==> config.mk <==
export PLATFORM = sky130hd
export DESIGN_NAME = sb_transactions_tx
export DESIGN_NICKNAME = d
export VERILOG_FILES = /design/src/rtl/sb_transactions_tx.sv
export SDC_FILE = /design/constraint.sdc
export NUM_CORES = 1
export LEC_CHECK = 0
export ABC_AREA = 1
export ABC_CLOCK_PERIOD_IN_PS = 2500
export CORE_MARGIN = 10
export CORE_UTILIZATION = 52
export CTS_CLUSTER_SIZE = 10
export DETAILED_ROUTE_END_ITERATION = 10
export GPL_TIMING_DRIVEN = 1
export PLACE_DENSITY = 0.85
export SLEW_MARGIN = 20
export SYNTH_ARGS = -nofsm -noshare
export SYNTH_HDL_FRONTEND = slang
export SYNTH_SLANG_ARGS = --single-unit
==> constraint.sdc <==
create_clock -name sb_clk -period 2.5 [get_ports sb_clk]
set_input_delay 0.625 -clock sb_clk [delete_from_list [all_inputs] [get_ports sb_clk]]
set_output_delay 0.625 -clock sb_clk [all_outputs]
set_load 0.02 [all_outputs]
==> src/rtl/sb_transactions_tx.sv <==
// USB4 sideband transaction transmitter: frames AT and LT transactions into
// 10-bit sideband symbols with DLE stuffing; CRC-16 insertion under SB_TX_CRC_EN.
module sb_transactions_tx #(
  parameter logic [15:0] CRC_INIT = 16'hFFFF,
  parameter logic [15:0] CRC_POLY = 16'h8005
) (
  input  logic        sb_clk,
  input  logic        rst,
  input  logic        tconnect,
  input  logic        tdisconnect,
  input  logic        at_start,
  input  logic        at_cmd,
  input  logic        at_write,
  input  logic [7:0]  at_address,
  input  logic [23:0] at_payload,
  input  logic        lt_start,
  input  logic [6:0]  lt_lse,
  output logic [9:0]  sbtx,
  output logic        sbtx_valid,
  output logic        busy,
  output logic        done,
  output logic        disconnected
);

  localparam logic [7:0] DLE     = 8'hFE;
  localparam logic [7:0] STX_CMD = 8'h05;
  localparam logic [7:0] STX_RSP = 8'h04;
  localparam logic [7:0] ETX     = 8'h40;

  typedef enum logic [3:0] {
    S_DISC,
    S_IDLE,
    S_LT_LSE,
    S_LT_CLSE,
    S_AT_STX,
    S_AT_ADDR,
    S_AT_RW,
    S_AT_DATA,
    S_AT_CRC,
    S_AT_DLE2,
    S_AT_ETX
  } state_e;

  state_e      state_q, state_d;
  state_e      hdr_end;
  logic        sof_q, sof_d;
  logic        stuff_q, stuff_d;
  logic [1:0]  idx_q, idx_d;
  logic        cmd_q, cmd_d;
  logic        wr_q, wr_d;
  logic [7:0]  addr_q, addr_d;
  logic [23:0] pay_q, pay_d;
  logic [6:0]  lse_q, lse_d;
  logic [9:0]  sbtx_q, sbtx_d;
  logic        valid_q, valid_d;
  logic        busy_q, busy_d;
  logic        done_q, done_d;
  logic        disc_q, disc_d;

  logic [7:0]  stx_b;
  logic [7:0]  rw_b;
  logic [7:0]  data_b;
  logic [7:0]  cur_b;
  logic [7:0]  ob;
  logic        has_data;
  logic        emit;
  logic        stuffed;

`ifdef SB_TX_CRC_EN
  logic [15:0] crc_q, crc_d;
  logic [7:0]  crc_b;

  function automatic logic [15:0] crc_upd(
    input logic [15:0] c,
    input logic [7:0]  b
  );
    logic [15:0] r;
    r = c;
    for (int i = 7; i >= 0; i--) begin
      if (r[15] ^ b[i]) r = {r[14:0], 1'b0} ^ CRC_POLY;
      else              r = {r[14:0], 1'b0};
    end
    return r;
  endfunction

  assign crc_b   = idx_q[0] ? crc_q[7:0] : crc_q[15:8];
  assign hdr_end = S_AT_CRC;
`else
  assign hdr_end = S_AT_DLE2;
`endif

  assign has_data = wr_q | ~cmd_q;
  assign stx_b    = cmd_q ? STX_CMD : STX_RSP;
  assign rw_b     = {wr_q, has_data ? 7'd3 : 7'd0};

  always_comb begin
    data_b = pay_q[7:0];
    case (idx_q)
      2'd0:    data_b = pay_q[23:16];
      2'd1:    data_b = pay_q[15:8];
      default: data_b = pay_q[7:0];
    endcase
  end

  // Byte subject to DLE stuffing in the current state
  always_comb begin
    cur_b = DLE;
    case (state_q)
      S_AT_ADDR: cur_b = addr_q;
      S_AT_RW:   cur_b = rw_b;
      S_AT_DATA: cur_b = data_b;
`ifdef SB_TX_CRC_EN
      S_AT_CRC:  cur_b = crc_b;
`endif
      default:   cur_b = DLE;
    endcase
  end

  assign stuffed = (cur_b == DLE) && !stuff_q;

  always_comb begin
    state_d = state_q;
    sof_d   = sof_q;
    stuff_d = stuff_q;
    idx_d   = idx_q;
    cmd_d   = cmd_q;
    wr_d    = wr_q;
    addr_d  = addr_q;
    pay_d   = pay_q;
    lse_d   = lse_q;
`ifdef SB_TX_CRC_EN
    crc_d   = crc_q;
`endif
    emit    = 1'b0;
    ob      = DLE;
    done_d  = 1'b0;

    case (state_q)
      S_DISC: begin
        if (tconnect && !tdisconnect) state_d = S_IDLE;
      end
      S_IDLE: begin
        if (lt_start) begin
          lse_d   = lt_lse;
          sof_d   = 1'b1;
          state_d = S_LT_LSE;
        end else if (at_start) begin
          cmd_d   = at_cmd;
          wr_d    = at_write;
          addr_d  = at_address;
          pay_d   = at_payload;
          sof_d   = 1'b1;
          stuff_d = 1'b0;
          idx_d   = 2'd0;
`ifdef SB_TX_CRC_EN
          crc_d   = CRC_INIT;
`endif
          state_d = S_AT_STX;
        end
      end
      S_LT_LSE: begin
        emit = 1'b1;
        if (sof_q) begin
          sof_d = 1'b0;
        end else begin
          ob      = {1'b1, lse_q};
          state_d = S_LT_CLSE;
        end
      end
      S_LT_CLSE: begin
        emit    = 1'b1;
        ob      = ~{1'b1, lse_q};
        done_d  = 1'b1;
        state_d = S_IDLE;
      end
      S_AT_STX: begin
        emit = 1'b1;
        if (sof_q) begin
          sof_d = 1'b0;
        end else begin
          ob      = stx_b;
`ifdef SB_TX_CRC_EN
          crc_d   = crc_upd(crc_q, stx_b);
`endif
          state_d = S_AT_ADDR;
        end
      end
      S_AT_ADDR, S_AT_RW, S_AT_DATA: begin
        emit    = 1'b1;
        ob      = cur_b;
        stuff_d = stuffed;
`ifdef SB_TX_CRC_EN
        if (!stuff_q) crc_d = crc_upd(crc_q, cur_b);
`endif
        if (!stuffed) begin
          if (state_q == S_AT_ADDR) begin
            state_d = S_AT_RW;
          end else if (state_q == S_AT_RW) begin
            idx_d   = 2'd0;
            state_d = has_data ? S_AT_DATA : hdr_end;
          end else if (idx_q == 2'd2) begin
            idx_d   = 2'd0;
            state_d = hdr_end;
          end else begin
            idx_d = idx_q + 2'd1;
          end
        end
      end
`ifdef SB_TX_CRC_EN
      S_AT_CRC: begin
        emit    = 1'b1;
        ob      = cur_b;
        stuff_d = stuffed;
        if (!stuffed) begin
          if (idx_q[0]) begin
            idx_d   = 2'd0;
            state_d = S_AT_DLE2;
          end else begin
            idx_d = 2'd1;
          end
        end
      end
`endif
      S_AT_DLE2: begin
        emit    = 1'b1;
        state_d = S_AT_ETX;
      end
      S_AT_ETX: begin
        emit    = 1'b1;
        ob      = ETX;
        done_d  = 1'b1;
        state_d = S_IDLE;
      end
      default: state_d = S_DISC;
    endcase

    // Disconnect truncates whatever is in flight
    if (tdisconnect && state_q != S_DISC) begin
      state_d = S_DISC;
      emit    = 1'b0;
      done_d  = 1'b0;
      sof_d   = 1'b0;
      stuff_d = 1'b0;
      idx_d   = 2'd0;
    end

    sbtx_d  = emit ? {1'b1, ob, 1'b0} : 10'h3FF;
    valid_d = emit;
    busy_d  = emit;
    disc_d  = (state_d == S_DISC);
  end

  always_ff @(posedge sb_clk or posedge rst) begin
    if (rst) begin
      state_q <= S_DISC;
      sof_q   <= 1'b0;
      stuff_q <= 1'b0;
      idx_q   <= 2'd0;
      cmd_q   <= 1'b0;
      wr_q    <= 1'b0;
      addr_q  <= 8'h00;
      pay_q   <= 24'h0;
      lse_q   <= 7'h00;
`ifdef SB_TX_CRC_EN
      crc_q   <= CRC_INIT;
`endif
      sbtx_q  <= 10'h3FF;
      valid_q <= 1'b0;
      busy_q  <= 1'b0;
      done_q  <= 1'b0;
      disc_q  <= 1'b1;
    end else begin
      state_q <= state_d;
      sof_q   <= sof_d;
      stuff_q <= stuff_d;
      idx_q   <= idx_d;
      cmd_q   <= cmd_d;
      wr_q    <= wr_d;
      addr_q  <= addr_d;
      pay_q   <= pay_d;
      lse_q   <= lse_d;
`ifdef SB_TX_CRC_EN
      crc_q   <= crc_d;
`endif
      sbtx_q  <= sbtx_d;
      valid_q <= valid_d;
      busy_q  <= busy_d;
      done_q  <= done_d;
      disc_q  <= disc_d;
    end
  end

  assign sbtx         = sbtx_q;
  assign sbtx_valid   = valid_q;
  assign busy         = busy_q;
  assign done         = done_q;
  assign disconnected = disc_q;

endmodule

Word level (Yosys, flattened, before mapping). Index checks and enable logic that the tools add are counted.

Register bits: 62. Bits in latches: 0. RAM bits: 0. ROM bits: 0. Bits of input ports: 47. Output and inout port bits: 14. Memories kept: 0.

$add $sub $neg: 1. $mul: 0. Div/mod/pow operators: 0. Order comparisons: 0. Eq/ne operators: 17. Shift-type cells: 0. Muxes and demuxes: 40. Bitwise operators: 4. Reductions and logical operators: 20.

Operator list (number): 2-to-1 mux 4 bit (11); case mux 8 bit (5 select lines) (1); case mux 4 bit (7 select lines) (1); case mux 8 bit (3 select lines) (1); == test 4 x 3 -> 1 bit, second input constant (4); 2-to-1 mux 2 bit (8); case mux 8 bit (2 select lines) (1); inequality test 3 bit, second input constant (4); 2-to-1 mux 1 bit (11); 2-to-1 mux 9 bit (1); == test 4 x 2 -> 1 bit, second input constant (2); == test 4 bit, second input constant (2); == test 8 bit, second input constant (1); logical NOT 4 bit (2); 2-to-1 mux 8 bit (1); inverter 8 bit (1); OR reduction 8 bit (1); 2-to-1 mux 7 bit (1); AND reduction 3 bit (2); nonzero test 3 bit (2); AND reduction 5 bit (1); == test 4 x 1 -> 1 bit, second input constant (1); inequality test 4 bit, second input constant (1); case mux 1 bit (2 select lines) (2); other kinds (13) (19).

Logic depth before layout (Yosys ltp).
Depth in word-level cells: 10. Gate-level depth with buffers: 16. Mapped depth without buffers: 15.

Least setup slack after synthesis. Ideal clock, no wire load.

Kind: reg-to-reg. Start: reg state_q[2]. End: reg addr_q[0]. Arrival time: 1.561 ns. Required time: 2.383 ns. Slack: 0.822 ns. Cell stages (with the launch flop): 10. Path buffers: 1. Period minus slack after synthesis: 1.678 ns. Cell sequence: dfrtp_1 -> nor2_1 -> inv_2 -> nor2_1 -> inv_2 -> nor3_4 -> inv_2 -> clkbuf_1 -> nand2_1 -> nand2_1.

Word-level cells in the longest chain between the ends: 2.

RTL lines: start, declared (RTL line 44) `state_e state_q, state_d;`; start signal, assigned (RTL line 273) `state_q <= state_d;`; == test 4 x 1 -> 1 bit (RTL line 138) `case (state_q)`; AND reduction 3 bit (no source line); end signal, assigned (RTL line 279) `addr_q <= addr_d;`; end, declared (RTL line 51) `logic [7:0] addr_q, addr_d;`.

Every way passes these cells. A chain may end at the register's enable or synchronous reset.

Final worst setup path.
Start: reg state_q[1]. End: reg disc_q, in the netlist disconnected.

Word-level cells in the longest chain between the ends: 8. Elaborated cells between the ends (all ways): 29.

RTL lines: == test 4 x 3 -> 1 bit (on tied branches); case mux 8 bit (3 select lines) (RTL line 108) `case (state_q)`; == test 8 bit (RTL line 119) `assign stuffed = (cur_b == DLE) && !stuff_q;`; logical AND 1 bit (RTL line 119); 2-to-1 mux 4 bit (RTL line 195) `if (!stuffed) begin`; case mux 4 bit (7 select lines) (RTL line 138); 2-to-1 mux 4 bit (*) (RTL line 238) `if (tdisconnect && state_q != S_DISC) begin`; logical NOT 4 bit (*) (RTL line 250) `disc_d = (state_d == S_DISC);`; net disc_d (RTL line 58) `logic disc_q, disc_d;`; end signal, assigned (RTL line 289) `disc_q <= disc_d;`; end, declared (RTL line 58).

The timed path passes the listed nets; every way through them passes the cells marked *.

==> flow_summary.ini <==
[status]
run_status = completed

[synth]
async_reset_ff_frac = 1.000
ys_warn_count = 0
synth.area.top_cells = dfrtp_1 40%, nand2_1 22%, dfstp_2 8.2%, nand3_1 4.4%, inv_1 3.5%
avgSynthCellArea_sq_um = 7.654
synth_fp_nets = 466
synth_ff_type = dfrtp_1
synth_edf_count = 0
syn_inst = 419
synth_top_area_cell = dfrtp_1
synth_area_sq_um = 3207
synth_cell_types = 34
seq_area_frac_synth = 0.4799
ys_seq_elements = 61
synth_top_cell_area_share = 0.3980

[floorplan]
ios = 61
die_w_um = 98.53
die_y_um = 98.53
start_util = 0.5384
die-area_sq_um = 9708
coreArea_sq_um = 5956
fp-row-count = 28

[cts]
cts_setup_buffers = 0
cts.sinks = 61
clk_path_buf_depth = 2
htree_levels = 3
insertion_delay_ns = 0.34
cts_buffers = 9
clk_pin_slew_ns = 0.07
cts-resized-gates = 0
cts_tree = yes
cts_hold_buf = 0
root_buffer = clkbuf_8

[global_route]
grt_max_degree = 37
antenna_found_initial = 0
overflow = 0
grt_pass1_vias = 3078
grt_pass1_wl_mm = 14.49
grt_usage = 0.1803

[finish]
drive_gt1_frac = 0.1337
final_cell_mix = 191 x nand2_1, 59 x clkdlybuf4s50_1, 51 x dfrtp_1
syn_to_final_growth_pct = 27.70
diodes = 0
final_common_cell = nand2_1
final_util = 0.6876
final_cells = 561
fin_nets = 528
fillCellCount = 491

[setup_path]
start_kind = flip-flop
r2r_end = disconnected$_DFF_PP1_
path_class = reg2reg
endpoint_kind = flip-flop
cp.arrival_ns = 2.43
r2r_slack_ns = 0.35
r2r_cells = 13
crit_start = state_q[1]$_DFF_PP0_
reg2reg_from = state_q[1]$_DFF_PP0_
crit_fanout = 10
cp_data_required_time_ns = 2.78

[worst_hold_path]
hold_path_end = pay_q[15]$_DFFE_PP0P_
hold_depth = 2
holdCritStartpoint = pay_q[15]$_DFFE_PP0P_
min_path_type = reg2reg

[job]
max_cap_viol_count = 0

[sta]
slew_headroom = 0.6369
skew_ns = 0.007959
max_freq_mhz = 465.3
maxSlewViolCount = 0
period_minus_slack_ns = 2.149
postLayoutSetupSlackWorst_ns = 0.3507
setup_tns_ns = 0
hold_violations = 0
fin_crit_sh = 0.8597
setup_viol = 0
tightest_slew_ns = 0.5438
grt_setup_unrepaired = no

[routing]
detail_route.wl_per_cell_um = 15.34
routed_wl_mm = 8.606
ant_nets = 0
via_count = 2986
drc = 0
first_iter_violations = 196
viasPerCell = 5.323
drt_first_pass_iters = 5

[pwr]
power_leakage_nw = 2.069
power_density_nw_per_um2 = 1155
peakVddDrop_mv = 0.6333

[placement]
dp_hpwl_mm = 6.534
post-place-ws_ns = 0.3308
place_inst = 545
routabilityCongestion = 0.9225
io_buffers = 59
[critical path, stage by stage, from the launching register on]
cell and delay [ns]:
dfrtp_1 0.58, nand2_1 0.23, nor2_8 0.24, nand2_1 0.12, nand2_1 0.10, nand2_2 0.06
nor2_4 0.17, nand3_4 0.13, nand2_1 0.09, nand3_1 0.09, nand2_1 0.07, nand2_1 0.07
nand2_1 0.08, nor2_1 0.05
[kinds of logic after synthesis]
kind of cell | Yosys count | share of synthesized area
flops | 61 | 0.4799
simple gates | 271 | 0.3812
compound gates | 34 | 0.07101
other cells | 1 | 0.001169
buf+inv | 52 | 0.06671
[cell type report]
type / instances / area, sq um / share of cell area
timing repair buffer: 63 / 633.1 / 0.1546
clock inverter: 6 / 86.33 / 0.02108
sequential: 61 / 1539 / 0.3758
inverter: 40 / 151.4 / 0.03697
clock buffer: 10 / 137.6 / 0.03361
tap: 75 / 93.84 / 0.02291
multi-input combinational: 306 / 1454 / 0.3550
[Yosys cell counts (all sizes together) (4+ instances only)]
master,n
nand4,8
buf,8
dfrtp,51
nor2,26
nand2,198
o21ai,14
clkbuf,4
a21oi,11
dfstp,10
inv,38
nor3,9
nand3,29
[state kept, by name (all words and copies together), names as in the netlist, 2 cells and up]
signal	flops
lse_q	7
idx_q	2
sbtx	9
state_q	4
addr_q	8
pay_q	24
[through the flow]
| stage | power [W] | instance area (sq um) | hold WS [ns] |
|---|---|---|---|
| final | 0.004729 | 4095 | 0.4730 |
| after global routing | 0.005061 | 4095 | 0.4999 |
| after detailed placement | 0.003742 | 3871 | 0.4602 |
| after CTS | 0.004737 | 4095 | 0.4753 |
| after floorplan | 0.003103 | 3207 | 0.4417 |
| after global placement | 0.003676 | 3871 | 0.4578 |
[worst max-delay path by stage]
stage	slack, ns	cells after the start	endpoint
after floorplan	0.38	1	addr_q[0]$_DFFE_PP0P_
after CTS	0.37	14	disconnected$_DFF_PP1_
after detailed placement	0.33	7	disconnected$_DFF_PP1_
after global placement	0.39	7	disconnected$_DFF_PP1_
after global routing	0.12	14	disconnected$_DFF_PP1_
final	0.35	13	disconnected$_DFF_PP1_
[where the power goes]
| group | total, W | internal (W) | switching [W] |
|---|---|---|---|
| Combinational | 0.00193 | 0.000731 | 0.00119 |
| Clock | 0.000992 | 0.000586 | 0.000406 |
| Sequential | 0.00181 | 0.00150 | 0.000312 |
| Total | 0.00473 | 0.00282 | 0.00191 |
[layer usage]
layer | track usage | routed length [um] | vias up
met5 | 0 | 0 | -
li1 | - | - | 1441
met1 | 0.2160 | 3443 | 1390
met2 | 0.2970 | 4236 | 130
met4 | 0.09041 | 240 | 0
met3 | 0.04120 | 685 | 25
Note: power is estimated with default switching activity, not from simulation.
